==> src/rtl/arb_pkg.sv <==
// ============================================================================
// Module      : arb_pkg
// Description : Shared arbiter types, sizes and the round-robin search helper.
// Revision    : 1.0 - initial release
// ============================================================================
`default_nettype none

package arb_pkg;

    localparam int NUM_REQ = 4;
    localparam int ID_W    = 2;

    typedef enum logic [0:0] {
        ST_IDLE  = 1'b0,
        ST_OWNED = 1'b1
    } arb_state_e;

    // Returns {found, index} of the first set bit at or after start, wrapping.
    function automatic logic [ID_W:0] rr_pick(input logic [NUM_REQ-1:0] r,
                                              input logic [ID_W-1:0]    start);
        logic [ID_W:0]   res;
        logic [ID_W-1:0] idx;
        res = '0;
        for (int i = NUM_REQ - 1; i >= 0; i--) begin
            idx = start + ID_W'(i);
            if (r[idx]) begin
                res = {1'b1, idx};
            end
        end
        return res;
    endfunction

endpackage

`default_nettype wire

==> src/rtl/decoder2_4.sv <==
// ============================================================================
// Module      : decoder2_4
// Description : 2-to-4 one-hot decoder with enable; all-zero when disabled.
// Revision    : 1.0 - initial release
// ============================================================================
`default_nettype none

module decoder2_4 (
    input  logic       en_i,
    input  logic [1:0] sel_i,
    output logic [3:0] dec_o
);

    always_comb begin
        dec_o = 4'b0000;
        if (en_i) begin
            dec_o[sel_i] = 1'b1;
        end
    end

endmodule

`default_nettype wire

==> src/rtl/rr_arb4_ctrl.sv <==
// ============================================================================
// Module      : rr_arb4_ctrl
// Description : 4-way round-robin arbiter with hold-until-release ownership and
//               direct handoff. Define RR_TIMEOUT_EN to add a hold-time limit
//               of HOLD_MAX cycles that preempts the owner when others wait.
// Revision    : 1.0 - initial release
// ============================================================================
`default_nettype none

module rr_arb4_ctrl
    import arb_pkg::*;
#(
    parameter int HOLD_MAX = 15
) (
    input  logic               clk,
    input  logic               rst_n,
    input  logic [NUM_REQ-1:0] req,
    output logic [NUM_REQ-1:0] gnt,
    output logic [ID_W-1:0]    gnt_id,
    output logic               gnt_valid,
    output logic               preempt
);

    arb_state_e      state_q, state_d;
    logic [ID_W-1:0] ptr_q, ptr_d;
    logic [ID_W-1:0] id_q, id_d;

    logic [ID_W-1:0]    w_next_ptr;
    logic [NUM_REQ-1:0] w_others;
    logic [ID_W:0]      w_pick_idle;
    logic [ID_W:0]      w_pick_next;

    if (HOLD_MAX < 1) begin : g_bad_hold
        $error("HOLD_MAX must be at least 1");
    end

    assign w_next_ptr  = id_q + 2'd1;
    assign w_others    = req & ~(4'b0001 << id_q);
    assign w_pick_idle = rr_pick(req, ptr_q);
    assign w_pick_next = rr_pick(w_others, w_next_ptr);

`ifdef RR_TIMEOUT_EN
    localparam int CNT_W = $clog2(HOLD_MAX + 1);

    logic [CNT_W-1:0] count_q, count_d;
    logic             preempt_q, preempt_d;
`endif

    always_comb begin
        state_d = state_q;
        ptr_d   = ptr_q;
        id_d    = id_q;
`ifdef RR_TIMEOUT_EN
        count_d   = count_q;
        preempt_d = 1'b0;
`endif
        case (state_q)
            ST_IDLE: begin
                if (w_pick_idle[ID_W]) begin
                    state_d = ST_OWNED;
                    id_d    = w_pick_idle[ID_W-1:0];
`ifdef RR_TIMEOUT_EN
                    count_d = CNT_W'(1);
`endif
                end
            end
            ST_OWNED: begin
                if (!req[id_q]) begin
                    ptr_d = w_next_ptr;
                    if (w_pick_next[ID_W]) begin
                        id_d = w_pick_next[ID_W-1:0];
`ifdef RR_TIMEOUT_EN
                        count_d = CNT_W'(1);
`endif
                    end else begin
                        state_d = ST_IDLE;
                        id_d    = '0;
                    end
                end
`ifdef RR_TIMEOUT_EN
                // At the limit a lone owner keeps the grant and the count saturates.
                else if (count_q == CNT_W'(HOLD_MAX)) begin
                    if (w_pick_next[ID_W]) begin
                        ptr_d     = w_next_ptr;
                        id_d      = w_pick_next[ID_W-1:0];
                        count_d   = CNT_W'(1);
                        preempt_d = 1'b1;
                    end
                end else begin
                    count_d = count_q + CNT_W'(1);
                end
`endif
            end
            default: begin
                state_d = ST_IDLE;
                id_d    = '0;
            end
        endcase
    end

    always_ff @(posedge clk or negedge rst_n) begin
        if (!rst_n) begin
            state_q <= ST_IDLE;
            ptr_q   <= '0;
            id_q    <= '0;
        end else begin
            state_q <= state_d;
            ptr_q   <= ptr_d;
            id_q    <= id_d;
        end
    end

`ifdef RR_TIMEOUT_EN
    always_ff @(posedge clk or negedge rst_n) begin
        if (!rst_n) begin
            count_q   <= '0;
            preempt_q <= 1'b0;
        end else begin
            count_q   <= count_d;
            preempt_q <= preempt_d;
        end
    end

    assign preempt = preempt_q;
`else
    assign preempt = 1'b0;
`endif

    assign gnt_valid = (state_q == ST_OWNED);
    assign gnt_id    = id_q;

    decoder2_4 u_gnt_dec (
        .en_i  (gnt_valid),
        .sel_i (id_q),
        .dec_o (gnt)
    );

endmodule

`default_nettype wire

==> config.mk <==
export PLATFORM = sky130hd
export DESIGN_NAME = rr_arb4_ctrl
export DESIGN_NICKNAME = d
export VERILOG_FILES = /design/src/rtl/arb_pkg.sv /design/src/rtl/decoder2_4.sv /design/src/rtl/rr_arb4_ctrl.sv
export SDC_FILE = /design/constraint.sdc
export NUM_CORES = 1
export LEC_CHECK = 0
export CAP_MARGIN = 5
export CORE_MARGIN = 8
export CORE_UTILIZATION = 45
export DETAILED_ROUTE_END_ITERATION = 8
export PLACE_DENSITY = 0.74
export SLEW_MARGIN = 20
export SYNTH_ARGS = -nofsm -noshare
export SYNTH_HDL_FRONTEND = slang
export SYNTH_SLANG_ARGS = --single-unit
==> constraint.sdc <==
create_clock -name clk -period 2 [get_ports clk]
set_clock_uncertainty 0.05 [all_clocks]
set_input_delay 0.5 -clock clk [delete_from_list [all_inputs] [get_ports clk]]
set_output_delay 0.5 -clock clk [all_outputs]
set_load 0.02 [all_outputs]
==> results.sh <==
export IMPL_syn_area_per_cell_um2=7.92
export IMPL_synth_top_area_share_pct=18.1
export IMPL_max_cap_viol_count=0
export IMPL_wl_per_cell_um=15.3
export IMPL_die_w_um=55.1
export IMPL_ios=14
export IMPL_nets=131
export IMPL_synth_top_flop_cell="dfrtp_1"
export IMPL_cpPeakStageDelay_ns=0.41
export IMPL_worst_setup_path_type="flop to primary output"
export IMPL_finalPower_mw=1.70
export IMPL_rows=14
export IMPL_path_clk_slew_ns=0.05
export IMPL_syn_area_um2=689
export IMPL_ys_top_cells_by_count="nand2_1 (10), o21ai_0 (7), inv_1 (6)"
export IMPL_drc=0
export IMPL_first_iter_violations=14
export IMPL_antenna_cells=0
export IMPL_hold_viol=0
export IMPL_p_per_area_nw_per_um2=1690
export IMPL_synthDistinctLibCells=37
export IMPL_start_util_pct=46.9
export IMPL_cp_max_fo=4
export IMPL_overflow=0
export IMPL_syn_num_nets=97
export IMPL_htree_num_levels=1
export IMPL_drv_slew=0
export IMPL_cts_tree="done"
export IMPL_dpl_hpwl_um=1650
export IMPL_synthArstFlopShare_pct=100
export IMPL_core_area_um2=1470
export IMPL_synth_warnings=0
export IMPL_numCtsBuffers=3
export IMPL_antenna_found_initial=0
export IMPL_cts_sinks=5
export IMPL_rsz0062_at_grt="true"
export IMPL_clock_path_buffers=2
export IMPL_ys_seq_elements=5
export IMPL_drt_total_wl_um=2080
export IMPL_arrival_ns=1.45
export IMPL_grt_pass1_wl_um=3330
export IMPL_post_route_period_util_pct=99.8
export IMPL_required_ns=1.45
export IMPL_cts_root_buffer="clkbuf_4"
export IMPL_post_route_util_pct=68.4
export IMPL_final_layout_size_suffix_gt1_share_pct=36.7
export IMPL_power_leakage_nw=0.454
export IMPL_synth_edf_count=0
export IMPL_syn2layout_area_growth_pct=45.9
export IMPL_synth_most_common_cell="nand2_1"
export IMPL_synth_top_area_cell="dfrtp_1"
export IMPL_min_path_type="primary input to asynchronous set/reset pin"
export IMPL_port_buffers=12
export IMPL_syn_inst=87
export IMPL_dieArea_um2=3040
export IMPL_period_needed_ns=2.00
export IMPL_crit_chain="clkinvlp_4, ha_2, and2_1, clkdlybuf4s15_2"
export IMPL_grt_start_max_net_pins=18
export IMPL_viasPerCell=5.76
export IMPL_ir_drop_mv=1.34
export IMPL_vias=783
export IMPL_yosys_top_cells_area="dfrtp_1 (18%), ha_1 (7.3%), mux4_2 (6.5%), nand2_1 (5.4%), o21ai_0 (5.1%)"
export IMPL_seq_area_frac_synth_pct=18.1
export IMPL_die_h_um=55.1
export IMPL_status="finished, final reports clean"
export IMPL_cp_slowest_cell="dfrtp_2"
export IMPL_fmax_mhz=501
export IMPL_endpoint_kind="primary output"
export IMPL_setup_viol=0
export IMPL_grt_use_total_pct=15.1
export IMPL_clk_latency_ns=0.25
export IMPL_grt_pass1_vias=762
export IMPL_postCtsHoldBufs=0
export IMPL_ant_nets=0
export IMPL_worstSetupStartpointType="flop"
export IMPL_firstDrtPassIters=4
export IMPL_finalWeightedCongestion=0.909
==> sequential cells by signal, summed over array words and instances (netlist names) <==
name	count
ptr_q	2
gnt_valid	1
gnt_id	2
==> per-layer routing <==
layer  share of wire, %  up-vias  GRT usage, %
met4                1.7        0          6.80
met5                  0        -             0
li1                   -      387             -
met1                 42      367          16.3
met3                4.2        4          2.67
met2                 52       25          27.6
==> critical path, delay by kind of cell (launching register included) <==
kind / cells / cell delay [ns]
adder cells (fa/ha/maj): 1 / 0.23
flip-flops: 1 / 0.41
buffers and inverters: 2 / 0.40
AND/OR/NAND/NOR: 1 / 0.16
==> worst paths after layout <==
check | from | endpoint | slack (ns) | depth (start not counted)
min in group clk | ptr_q[0]$_DFFE_PN0P_ | ptr_q[0]$_DFFE_PN0P_ | 0.53 | 2
setup reg to reg | gnt_id[0]$_DFFE_PN0P_ | gnt_id[0]$_DFFE_PN0P_ | 0.01 | 6
max in group asynchronous | rst_n | gnt_id[0]$_DFFE_PN0P_ | 1.29 | 1
hold / removal | rst_n | gnt_valid$_DFF_PN0_ | 0.41 | 1
setup / recovery | gnt_id[0]$_DFFE_PN0P_ | gnt[2] | 0.004 | 4
hold reg to reg | ptr_q[0]$_DFFE_PN0P_ | ptr_q[0]$_DFFE_PN0P_ | 0.53 | 2
==> cell usage in the layout (no fill, tap or decap), types with 2 or more instances in the layout <==
cell type         n
buf_4            23
nand2_1          10
o21ai_0           7
dlygate4sd2_1     6
and2_1            5
o22ai_1           5
nand2b_1          4
nor3b_1           4
inv_1             3
a211oi_1          3
clkbuf_4          3
dfrtp_1           3
clkdlybuf4s50_1   3
nor2_1            2
a31oi_1           2
mux4_2            2
mux2i_1           2
o221ai_1          2
ha_1              2
dfrtp_2           2
==> area by class of cell <==
cell class | instances | area, µm²
inverter | 6 | 28.8
fill | 138 | 465
timing repair buffer | 35 | 277
multi-input combinational | 70 | 527
clock buffer | 4 | 26.3
sequential | 5 | 128
tap | 16 | 20.0
==> power breakdown <==
group	switching (mW)	total (mW)	internal (mW)
Sequential	0.0735	0.229	0.155
Combinational	0.654	1.35	0.693
Clock	0.0469	0.123	0.0758
==> repair_timing <==
item,in CTS,in global routing
endpoints found under the setup margin,5,5
pin swaps,0,0
gates cloned,0,0
gates resized for setup,16,3
buffers inserted,0,1
==> logic make-up (layout without fill, tap and decap cells) <==
group | count (synthesis) | count (layout) | synth area share, %
simple gates | 31 | 31 | 25.6
compound gates | 29 | 29 | 29.0
buf+inv | 12 | 45 | 8.35
mux | 5 | 5 | 11.1
flops | 5 | 5 | 18.1
fa+ha+maj | 4 | 4 | 7.26
other cells | 1 | 1 | 0.544
==> stage by stage <==
| step | instance area, µm² | instances | worst slack [ns] | setup TNS (ns) | hold WS (ns) |
|---|---|---|---|---|---|
| 3_5_place_dp | 981 | 131 | -0.362 | -1.05 | 0.512 |
| 4_1_cts | 1000 | 135 | 0.000936 | 0 | 0.414 |
| 2_1_floorplan | 711 | 87 | -0.127 | -0.127 | 0.154 |
| 3_3_place_gp | 981 | 131 | -0.326 | -0.849 | 0.504 |
| 5_1_grt | 1010 | 136 | -0.0817 | -0.137 | 0.429 |
| 6_report | 1010 | 136 | 0.00383 | 0 | 0.415 |
Note: power is estimated with default switching activity, not from simulation.
==> variant, RTL diff (same flow settings) <==
Add a define of `RR_TIMEOUT_EN`.
--- a/src/rtl/rr_arb4_ctrl.sv
+++ b/src/rtl/rr_arb4_ctrl.sv
@@ -6,6 +6,8 @@
 // Revision    : 1.0 - initial release
 // ============================================================================
 `default_nettype none
+
+`define RR_TIMEOUT_EN
 
 module rr_arb4_ctrl
     import arb_pkg::*;
Check against the original RTL: no difference found for any inputs over 10 cycles, from zero or initial values and one cycle with rst_n low; that may be too few to reach the edited logic, so the function may still have changed.
==> variant against the unedited design <==
- area after synthesis grew 12%
- non-clock buffer count shrank 3
- via count shrank 4.2%
- total power shrank 0.62%
- sequential cell count grew 5
- worst setup slack gained 0.029 ns
- global-route usage shrank 2.6 points
- design area grew 8.0%
- sequential power grew 70%
- synthesized cell count shrank 5.7%
- count of clock-buffer cells in the layout is the same
- routed wire length shrank 6.5%
- highest routed layer unchanged
==> variant: results (changes against the unedited design) <==
initial antenna violation count 0 (unchanged); worst r2r src gnt_id[0]; Mapped Nets 93 (-4.1%); largest net degree at the start of global routing 11 (-7); Yosys cell types 33 (-11%); gr usage total 12.4% (-2.6 points); number of flip-flops under the largest register name 4; DRT Pass-1 Iters 4 (unchanged); relative slew slack 66.9%; pre-CTS WS -0.346 ns (+0.0162 ns); Biggest register count_q; reg2reg setup slack 0.07 ns (+0.06 ns); top cells by area, synth dfrtp_1 32%, ha_1 8.1%, a21oi_1 3.9%; yosys warns 0 (unchanged); drt wl/cell 14.5 um (-5.1%); top cells by count, synth 10 x dfrtp_1, 7 x nand2_1, 6 x a21oi_1, 6 x inv_1, 5 x ha_1; n_diodes 0 (unchanged); Seq/Total Area, Yosys 32.5% (+14 points); maximum VDD drop 0.940 mV (-30%); asr flop ratio synth 100% (unchanged); vias in the first global route 772 (+1.3%); min-delay worst type in -> async; root buf cell clkbuf_4; status finished clean; TritonCTS buffer count 3 (unchanged); syn avg cell area 9.40 um2 (+19%); Clock Pin Slew Worst Setup and Hold Paths 0.08 ns (+0.03 ns); worst reg2reg endpoint gnt_id[1]; fill cell count 144 (+4.3%); H-tree depth 1 (unchanged); GP Congestion 0.884 (-2.8%); via/cell ratio 5.60 (-2.8%); crit-path max cell delay 0.45 ns (+0.04 ns); share of layout cells above drive strength 1 32.5% (-4.2 points); switch share 42.3% (-3.3 points); FF-to-FF path depth 6 (unchanged); Final TNS setup 0 ns (unchanged); Static Leakage 0.523 nW (+15%); Clock Path Buffers 2 (unchanged); Worst-Skew Late Latency 0.27 ns (+0.02 ns); crit path max fanout 5 (+1); IO buf count 13 (+1); first-pass GRT wire length 3.34 mm (+0.42%); initial drt markers 22 (+8); vias 750 (-4.2%); hpwl dp 1.56 mm (-5.5%)
variant: final cells by class:
cell class / instances / share of cell area [%]
Clock buffer: 4 / 2.42
Inverter: 6 / 2.07
Multi-Input combinational cell: 65 / 46.2
Sequential cell: 10 / 23.2
Tap cell: 17 / 1.96
Timing Repair Buffer: 32 / 24.2
variant: worst register-to-register path: cells and delay by family (launching register included):
kind,cells,cell delay (ns)
flip-flops,1,0.43
AO/OA/AOI/OAI,1,0.04
AND/OR/NAND/NOR,2,0.35
buffers and inverters,1,0.14
multiplexers,2,0.81
variant: power by group through the flow:
stage          logic, W  registers, W  clock network (W)
3_3_place_gp    0.00112      0.000383                  0
5_1_grt         0.00127      0.000402           0.000153
3_5_place_dp    0.00116      0.000386                  0
2_1_floorplan  0.000652      0.000403                  0
4_1_cts         0.00114      0.000385           0.000146
6_report        0.00115      0.000390           0.000147
variant: how the worst max path moves through the flow:
stage / start / to / slack (ns) / cells past startpoint
6_report: gnt_id[0] / gnt[3] / 0.03 / 3
3_5_place_dp: req[0] / gnt_id[1] / -0.35 / 6
5_1_grt: gnt_id[0] / count_q[2] / -0.04 / 8
3_3_place_gp: req[0] / gnt_id[1] / -0.30 / 6
2_1_floorplan: gnt_id[0] / ptr_q[1] / 0.03 / 7
4_1_cts: gnt_id[0] / gnt[2] / 0.002 / 4
variant: through the flow:
| stage | total power, W | hold slack, ns | cell area, um2 |
|---|---|---|---|
| floorplan | 0.00105 | 0.154 | 772 |
| global placement | 0.00150 | 0.470 | 1050 |
| detailed placement | 0.00154 | 0.478 | 1050 |
| CTS | 0.00167 | 0.494 | 1080 |
| global route | 0.00183 | 0.519 | 1090 |
| finish | 0.00169 | 0.482 | 1090 |
variant: layer usage:
| metal | track usage, % | up-vias | wire length, um |
|---|---|---|---|
| met1 | 14.2 | 352 | 832 |
| met5 | 0 | - | 0 |
| li1 | - | 370 | - |
| met4 | 4.29 | 0 | 22 |
| met3 | 3.59 | 2 | 135 |
| met2 | 21.4 | 26 | 955 |
variant: timing repair:
item / CTS / global route
pin swaps: 1 / 2
gates resized for setup: 12 / 12
endpoints found under the setup margin: 9 / 11
hold buffers: 0 / 0
hold endpoints to repair: 0 / 0
setup buffers: 0 / 1
variant: kinds of logic after synthesis:
| kind of cell | Yosys count | share of synthesized area [%] |
|---|---|---|
| flip-flops | 10 | 32.5 |
| AO/OA/AOI/OAI | 23 | 19.2 |
| multiplexers | 8 | 13.1 |
| buffers and inverters | 7 | 3.41 |
| adder cells (fa/ha/maj) | 5 | 8.12 |
| AND/OR/NAND/NOR | 29 | 23.7 |
